[src/rtl/cory_arb2.sv]
// cory_arb2: two-input round-robin arbiter feeding one registered valid/ready output stage.
// Define CORY_ARB2_LOCK_EN to hold the grant from the first to the last beat of a packet.
module cory_arb2 #(
    parameter int N = 8
) (
    input  logic         clk,
    input  logic         reset_n,
    input  logic         i_a0_v,
    input  logic [N-1:0] i_a0_d,
    input  logic         i_a0_l,
    output logic         o_a0_r,
    input  logic         i_a1_v,
    input  logic [N-1:0] i_a1_d,
    input  logic         i_a1_l,
    output logic         o_a1_r,
    output logic         o_z_v,
    output logic [N-1:0] o_z_d,
    output logic         o_z_l,
    output logic         o_z_s,
    input  logic         i_z_r
);

    logic         load;
    logic         gnt_any;
    logic         gnt;
    logic         gnt_valid;
    logic         acc;
    logic [N-1:0] acc_d;
    logic         acc_l;
    logic         ptr;

`ifdef CORY_ARB2_LOCK_EN
    typedef enum logic [1:0] {
        IDLE  = 2'd0,
        LOCK0 = 2'd1,
        LOCK1 = 2'd2
    } lock_t;

    lock_t state;
`endif

    assign load = !o_z_v || i_z_r;

    // A lock pins the grant to its owner even while the owner is not valid.
    always_comb begin
        gnt_any = i_a0_v || i_a1_v;
        gnt     = (i_a0_v && i_a1_v) ? ptr : i_a1_v;
`ifdef CORY_ARB2_LOCK_EN
        if (state != IDLE) begin
            gnt_any = 1'b1;
            gnt     = (state == LOCK1);
        end
`endif
    end

    assign gnt_valid = gnt ? i_a1_v : i_a0_v;
    assign acc       = load && gnt_any && gnt_valid;
    assign acc_d     = gnt ? i_a1_d : i_a0_d;
    assign acc_l     = gnt ? i_a1_l : i_a0_l;
    assign o_a0_r    = load && gnt_any && !gnt;
    assign o_a1_r    = load && gnt_any && gnt;

    always_ff @(posedge clk or negedge reset_n) begin
        if (!reset_n) begin
            o_z_v <= 1'b0;
            o_z_d <= '0;
            o_z_l <= 1'b0;
            o_z_s <= 1'b0;
            ptr   <= 1'b0;
`ifdef CORY_ARB2_LOCK_EN
            state <= IDLE;
`endif
        end else begin
            if (load) begin
                o_z_v <= acc;
                if (acc) begin
                    o_z_d <= acc_d;
                    o_z_l <= acc_l;
                    o_z_s <= gnt;
                end
            end
            if (acc) begin
`ifdef CORY_ARB2_LOCK_EN
                case (state)
                    IDLE: begin
                        if (acc_l) begin
                            ptr <= ~gnt;
                        end else begin
                            state <= gnt ? LOCK1 : LOCK0;
                        end
                    end
                    default: begin
                        if (acc_l) begin
                            state <= IDLE;
                            ptr   <= ~gnt;
                        end
                    end
                endcase
`else
                ptr <= ~gnt;
`endif
            end
        end
    end

endmodule

[config.mk]
export PLATFORM = sky130hd
export DESIGN_NAME = cory_arb2
export DESIGN_NICKNAME = d
export VERILOG_FILES = /design/src/rtl/cory_arb2.sv
export SDC_FILE = /design/constraint.sdc
export NUM_CORES = 1
export LEC_CHECK = 0
export ABC_AREA = 1
export BUFFER_PORTS_ARGS = -buffer_cell sky130_fd_sc_hd__clkbuf_2
export CAP_MARGIN = 25
export CORE_MARGIN = 2
export CORE_UTILIZATION = 39
export CTS_CLUSTER_SIZE = 8
export DETAILED_ROUTE_END_ITERATION = 7
export PLACE_DENSITY = 0.74
export SYNTH_ARGS = -nofsm -noshare
export SYNTH_HDL_FRONTEND = slang
export SYNTH_SLANG_ARGS = --single-unit
export TNS_END_PERCENT = 30
[constraint.sdc]
create_clock -name clk -period 0.9 [get_ports clk]
set_input_delay 0.135 -clock clk [delete_from_list [all_inputs] [get_ports clk]]
set_output_delay 0.135 -clock clk [all_outputs]
set_load 0.02 [all_outputs]
==> results of run 1 <==
-- power by group through the flow --
stage          logic [W]  clock network, W  registers [W]
2_1_floorplan   0.000246                 0       0.000770
3_3_place_gp    0.000562                 0       0.000672
3_5_place_dp    0.000572                 0       0.000675
4_1_cts         0.000638          0.000373       0.000667
5_1_grt         0.000743          0.000390       0.000674
6_report        0.000682          0.000350       0.000666
-- area by class of cell --
cell class	instances	area, um^2	share of cell area, %
multi-input cells	49	384	34.5
repair buffers	51	364	32.7
flip-flops and latches	12	302	27.1
clock buffers	4	26.3	2.36
well taps	17	21.3	1.91
inverters	4	15.0	1.35
-- cell families after synthesis --
family	after synthesis	synth area share (%)
flops	12	44.0
simple gates	46	45.8
compound gates	3	2.20
buf+inv	9	8.06
-- worst register-to-register path, stage by stage (launching register included) --
cell and delay [ns]:
dfrtp_2 0.37, inv_2 0.05, nor2_4 0.12, nor2_4 0.05, buf_4 0.13, buf_6 0.11, buf_6 0.13, nand3_2 0.06
nand3_2 0.06
-- cells in the mapped netlist --
cell type / instances
buf_4: 1
o21ai_0: 1
nand3_2: 18
buf_6: 2
nand2_1: 13
o21ai_1: 2
dfrtp_1: 12
buf_2: 2
inv_1: 4
nand2_2: 2
nor2_1: 4
nand4_1: 9
-- timing repair --
item	CTS	global route
hold buffers	1	0
setup endpoints to repair	24	25
gates cloned	0	0
hold endpoints to repair	12	0
setup buffers	4	2
resized for setup	18	23
pin swaps	2	2
-- layer usage --
metal	vias to the layer above	wire [um]	GRT usage (%)
met2	23	939	32.5
li1	346	-	-
met3	4	80	5.95
met4	0	32	9.71
met1	319	743	22.2
met5	-	0	0
-- metrics by stage --
step | power, W | util, % | TNS, ns | setup slack (ns) | cell area, um^2
final | 0.00170 | 65.9 | -4.24 | -0.362 | 1110
after global placement | 0.00123 | 55.7 | -0.962 | -0.127 | 941
after detailed placement | 0.00125 | 55.7 | -1.29 | -0.148 | 941
after CTS | 0.00168 | 63.0 | -4.48 | -0.392 | 1060
after global routing | 0.00181 | 65.9 | -5.61 | -0.427 | 1110
after floorplan | 0.00102 | - | -1.19 | -0.0996 | 704
-- cell usage in the layout (no fill, tap or decap) --
| master | instances |
|---|---|
| nand3_2 | 17 |
| nand2_2 | 2 |
| dfrtp_1 | 11 |
| nor2_1 | 1 |
| inv_2 | 3 |
| nand2_1 | 10 |
| buf_4 | 7 |
| clkbuf_1 | 1 |
| buf_2 | 8 |
| dlygate4sd3_1 | 1 |
| nand3_4 | 1 |
| nand2_4 | 3 |
| dfrtp_2 | 1 |
| inv_1 | 1 |
| nand4_1 | 9 |
| nor2_4 | 3 |
| buf_8 | 3 |
| buf_6 | 9 |
| o21ai_1 | 2 |
| clkbuf_4 | 3 |
| o21ai_2 | 1 |
| clkbuf_2 | 23 |
-- path summary, 6_finish.rpt --
check	end	slack (ns)	cells past startpoint
setup / recovery	o_a1_r	-0.36	5
hold / removal	o_z_d[7]	0.09	3
setup reg to reg	o_z_d[3]	-0.28	8
hold reg to reg	o_z_d[1]	0.49	2
max in group asynchronous	o_z_v	0.39	2
min in group asynchronous	o_z_d[7]	0.27	2
-- flip-flops by register name (all words and copies together), names as in the netlist --
| register | count |
|---|---|
| o_z_d | 8 |
| ptr | 1 |
| o_z_s | 1 |
| o_z_l | 1 |
| o_z_v | 1 |
==> run summary, run 1 <==
Status: complete, but fails checks
Failing checks: negative setup slack
Syn Nets: 93
Unrepaired setup endpoints after global routing: yes
Via density: 5.05
Final worst slack: -0.362 ns
Layout cells sized above 1: 70.0%
Psw: 0.000596 W
CP Capture Type: output port
Fmax: 793 MHz
Slowest stage delay, CP: 0.41 ns
Sink Count: 12
Register share of total power: 39.2%
TritonCTS clock tree: built
Final worst-path cycle share: 140%
Total GRT Usage: 19.5%
Vias in the first global route: 687
Drt pass-1 iters: 5
Worst Path Class, Setup: flop to output port
#FFs+latches synth: 12
Finished Layout Cells: 137
Area share of the leading cell type in the synthesized netlist: 44.0%
CP dominant cell by count: nor2_4
H-tree depth: 1
Root Buffer: clkbuf_4
Slew margin rel.: 81.0%
Clock slew at reported path FFs: 0.07 ns
Hold Slack: 0.0920 ns
Post-layout min period: 1.26 ns
Worst VDD drop: 0.995 mV
Global route total overflow: 0
Nets: 144
Critical path launch point: o_z_v
Arr. time, crit path: 1.13 ns
Die Height: 45.9 um
Avg Inst Size Synth: 9.76 um^2
Cell Pwr Density: 1530 mW/mm^2
TritonCTS buffer count: 3
Min-delay worst type: input pin to flop
Initial antenna violation count: 0
Wire per inst: 13.1 um
YS warnings: 0
Initial drt markers: 16
Antenna Cells: 0
Crit path max fanout: 2
Pleak: 0.588 nW
Master of the slowest instance on the critical path: dfrtp_2
Die area: 0.00210 mm^2
Yosys cell types: 12
Internal: 0.00110 W
Filler Cells Inserted: 134
CTS max path bufs: 2
Hold Fails Final Rpt: 0
Worst slew pin tran: 0.284 ns
Rows: 15
Routed via count: 692
Dominant cell type by area after synthesis: dfrtp_1
Worst-Skew Late Latency: 0.28 ns
Syn Inst Count: 70
Die X: 45.9 um
Max-Cap Viols: 0
Combinational share of power: 40.2%
Synth Cell Area: 683 um^2
Crit-path cells: inv_2 -> nor2_4 -> buf_6 -> nor2_4 -> buf_8
Clock share of power: 20.6%
Area delta synth->final: 62.8%
Port-buffer cells: 35
Clock skew: 0.00281 ns
Largest net degree at the start of global routing: 13
HPWL after DPL: 1.33 mm
Synth area leaders: dfrtp_1 (44%), nand3_2 (26%), nand4_1 (8.2%), nand2_1 (7.1%), buf_6 (3.3%)
Seq/Total Area, Yosys: 44.0%
Residual DRC count: 0
Core area: 0.00169 mm^2
Startpoint types: flop
Worst endpoint required time: 0.76 ns
First-pass GRT wire length: 2.83 mm
Placed Instances: 128
Crit path buffers/inverters: 3
# setup viols final: 25
Slew Limit Fails: 0
Worst hold start: i_a0_d[7]
Initial Util: 40.4%
Ports: 36
GPL Wtd Cong: 0.797
R2r startpoint: o_z_v
Cell family contributing the most delay on the critical path: flip-flops
Drt total wl: 1.80 mm
DRT antenna net count: 0
Sw Ratio: 35.1%
No activity file was read; power rests on OpenSTA's default activity.
==> run 2, diff against run 1 <==
--- a/config.mk
+++ b/config.mk
@@ -12,7 +12,8 @@
 export CORE_UTILIZATION = 39
 export CTS_CLUSTER_SIZE = 8
 export DETAILED_ROUTE_END_ITERATION = 7
-export PLACE_DENSITY = 0.74
+export PLACE_DENSITY = 0.81
+export RECOVER_POWER = 100
 export SYNTH_ARGS = -nofsm -noshare
 export SYNTH_HDL_FRONTEND = slang
 export SYNTH_SLANG_ARGS = --single-unit
==> run 2 against run 1 <==
The flow still finishes with violations (negative setup slack); utilization fell by 1.4 points; critical path depth rose by 1; die area did not move; cell count rose by 0.73%; combinational power fell by 2%; highest routed layer unchanged; wire length rose by 9.8%; fmax barely moved; sequential cell count did not move; design area fell by 2.1%.
==> run summary, run 2 (same netlist as run 1, synthesis figures left out) <==
Antenna Cells: 0
Initial drt markers: 18
Nets: 145
Fmax: 792 MHz
Max-Cap Viols: 0
Final worst slack: -0.362 ns
Min-delay worst type: input pin to flop
Hold Fails Final Rpt: 0
Arr. time, crit path: 1.13 ns
Initial Util: 40.4%
Wire per inst: 14.3 um
Initial antenna violation count: 0
Drt pass-1 iters: 4
Drt total wl: 1.97 mm
Die area: 0.00210 mm^2
Via density: 5.35
Largest net degree at the start of global routing: 13
Pleak: 0.584 nW
Worst Path Class, Setup: flop to output port
Placed Instances: 128
Worst VDD drop: 0.858 mV
Total GRT Usage: 19.4%
H-tree depth: 1
HPWL after DPL: 1.36 mm
Routed via count: 738
Global route total overflow: 0
Die Height: 45.9 um
Worst endpoint required time: 0.76 ns
CTS max path bufs: 2
Finished Layout Cells: 138
CP Capture Type: output port
Final worst-path cycle share: 140%
Cell Pwr Density: 1630 mW/mm^2
Area delta synth->final: 59.3%
TritonCTS buffer count: 3
DRT antenna net count: 0
Slowest stage delay, CP: 0.42 ns
Master of the slowest instance on the critical path: dfrtp_2
Post-layout min period: 1.26 ns
Unrepaired setup endpoints after global routing: yes
Most frequent cells in the layout: clkbuf_2 (22), nand3_2 (17), buf_4 (13)
Ports: 36
Failing checks: negative setup slack
Total power: 0.00178 W
Clock skew: 0.00723 ns
Cell Area, Placed: 941 um^2
First-pass GRT wire length: 2.89 mm
Crit path max fanout: 2
Die X: 45.9 um
Sink Count: 12
Rows: 15
Slew Limit Fails: 0
Crit-path cells: inv_2 -> nor2_4 -> nor2_4 -> nand2_2 -> inv_2 -> buf_8
TritonCTS clock tree: built
Residual DRC count: 0
Max reg flops: 8
Slew margin rel.: 77.7%
# setup viols final: 25
Layout cells sized above 1: 69.4%
Root Buffer: clkbuf_4
Clock slew at reported path FFs: 0.09 ns
Status: complete, but fails checks
Startpoint types: flop
Worst slew pin tran: 0.334 ns
Worst-Skew Late Latency: 0.28 ns
GPL Wtd Cong: 0.814
Top reg by flops: o_z_d
Fin area: 0.00109 mm^2
Commonest non-fill, non-tap cell in the layout: clkbuf_2
Vias in the first global route: 654
Port-buffer cells: 35
TNS Setup: -3.78 ns
Core area: 0.00169 mm^2
==> run 2: changes by cell type in the layout (fill, tap and decap cells not counted), moves of 2 or more <==
cell	before	now
buf_4	7	13
buf_2	8	11
buf_6	9	2
nand2_1	10	12
==> run 2: timing repair <==
item,in CTS,in global routing
hold buffers,1,0
gates resized for setup,9,19
pin swaps,4,3
endpoints found under the setup margin,24,25
buffers inserted,4,2
hold endpoints to repair,12,0
==> run 2: area by class of cell <==
class,count,area (um^2)
repair buffers,52,340
multi-input cells,49,374
fillers,142,601
well taps,17,21.3
clock buffers,4,36.3
inverters,4,15.0
flip-flops and latches,12,302
==> run 2: routing by layer <==
| layer | part of all wire [%] | GRT usage [%] |
|---|---|---|
| met3 | 5.9 | 1.59 |
| met2 | 51 | 31.9 |
| met5 | 0 | 0 |
| met4 | 1.6 | 10.3 |
| met1 | 41 | 24.8 |
==> run 2: worst max-delay path, delay by kind of cell (launching register included) <==
kind                   cells  cell delay (ns)
buffers and inverters      3             0.23
AND/OR/NAND/NOR            3             0.21
flip-flops                 1             0.42
==> run 2: path summary, 6_finish.rpt <==
| check | slack (ns) | endpoint | start | cells after the start |
|---|---|---|---|---|
| min in group asynchronous | 0.27 | o_z_d[7] | reset_n | 2 |
| max | -0.36 | o_a0_r | o_z_v | 6 |
| max in group asynchronous | 0.35 | o_z_v | reset_n | 2 |
| min | 0.08 | o_z_d[7] | i_a0_d[7] | 3 |
| max reg2reg | -0.22 | o_z_d[2] | o_z_v | 6 |
| min reg2reg | 0.49 | o_z_s | o_z_s | 2 |
==> run 2: through the flow <==
step | utilization (%) | hold slack, ns | setup WS, ns
floorplan | - | -0.161 | -0.0996
global placement | 55.7 | 0.0357 | -0.125
detailed placement | 55.7 | 0.0478 | -0.158
CTS | 62.4 | 0.0778 | -0.386
global route | 64.4 | 0.0944 | -0.417
finish | 64.4 | 0.0817 | -0.362
==> run 2: where the power goes <==
group          internal, W  switching, W  leakage [nW]  total (W)
logic             0.000291      0.000377         0.420   0.000668
clock network     0.000246      0.000202        0.0210   0.000449
registers         0.000622     0.0000400         0.143   0.000662
total              0.00116      0.000620         0.584    0.00178
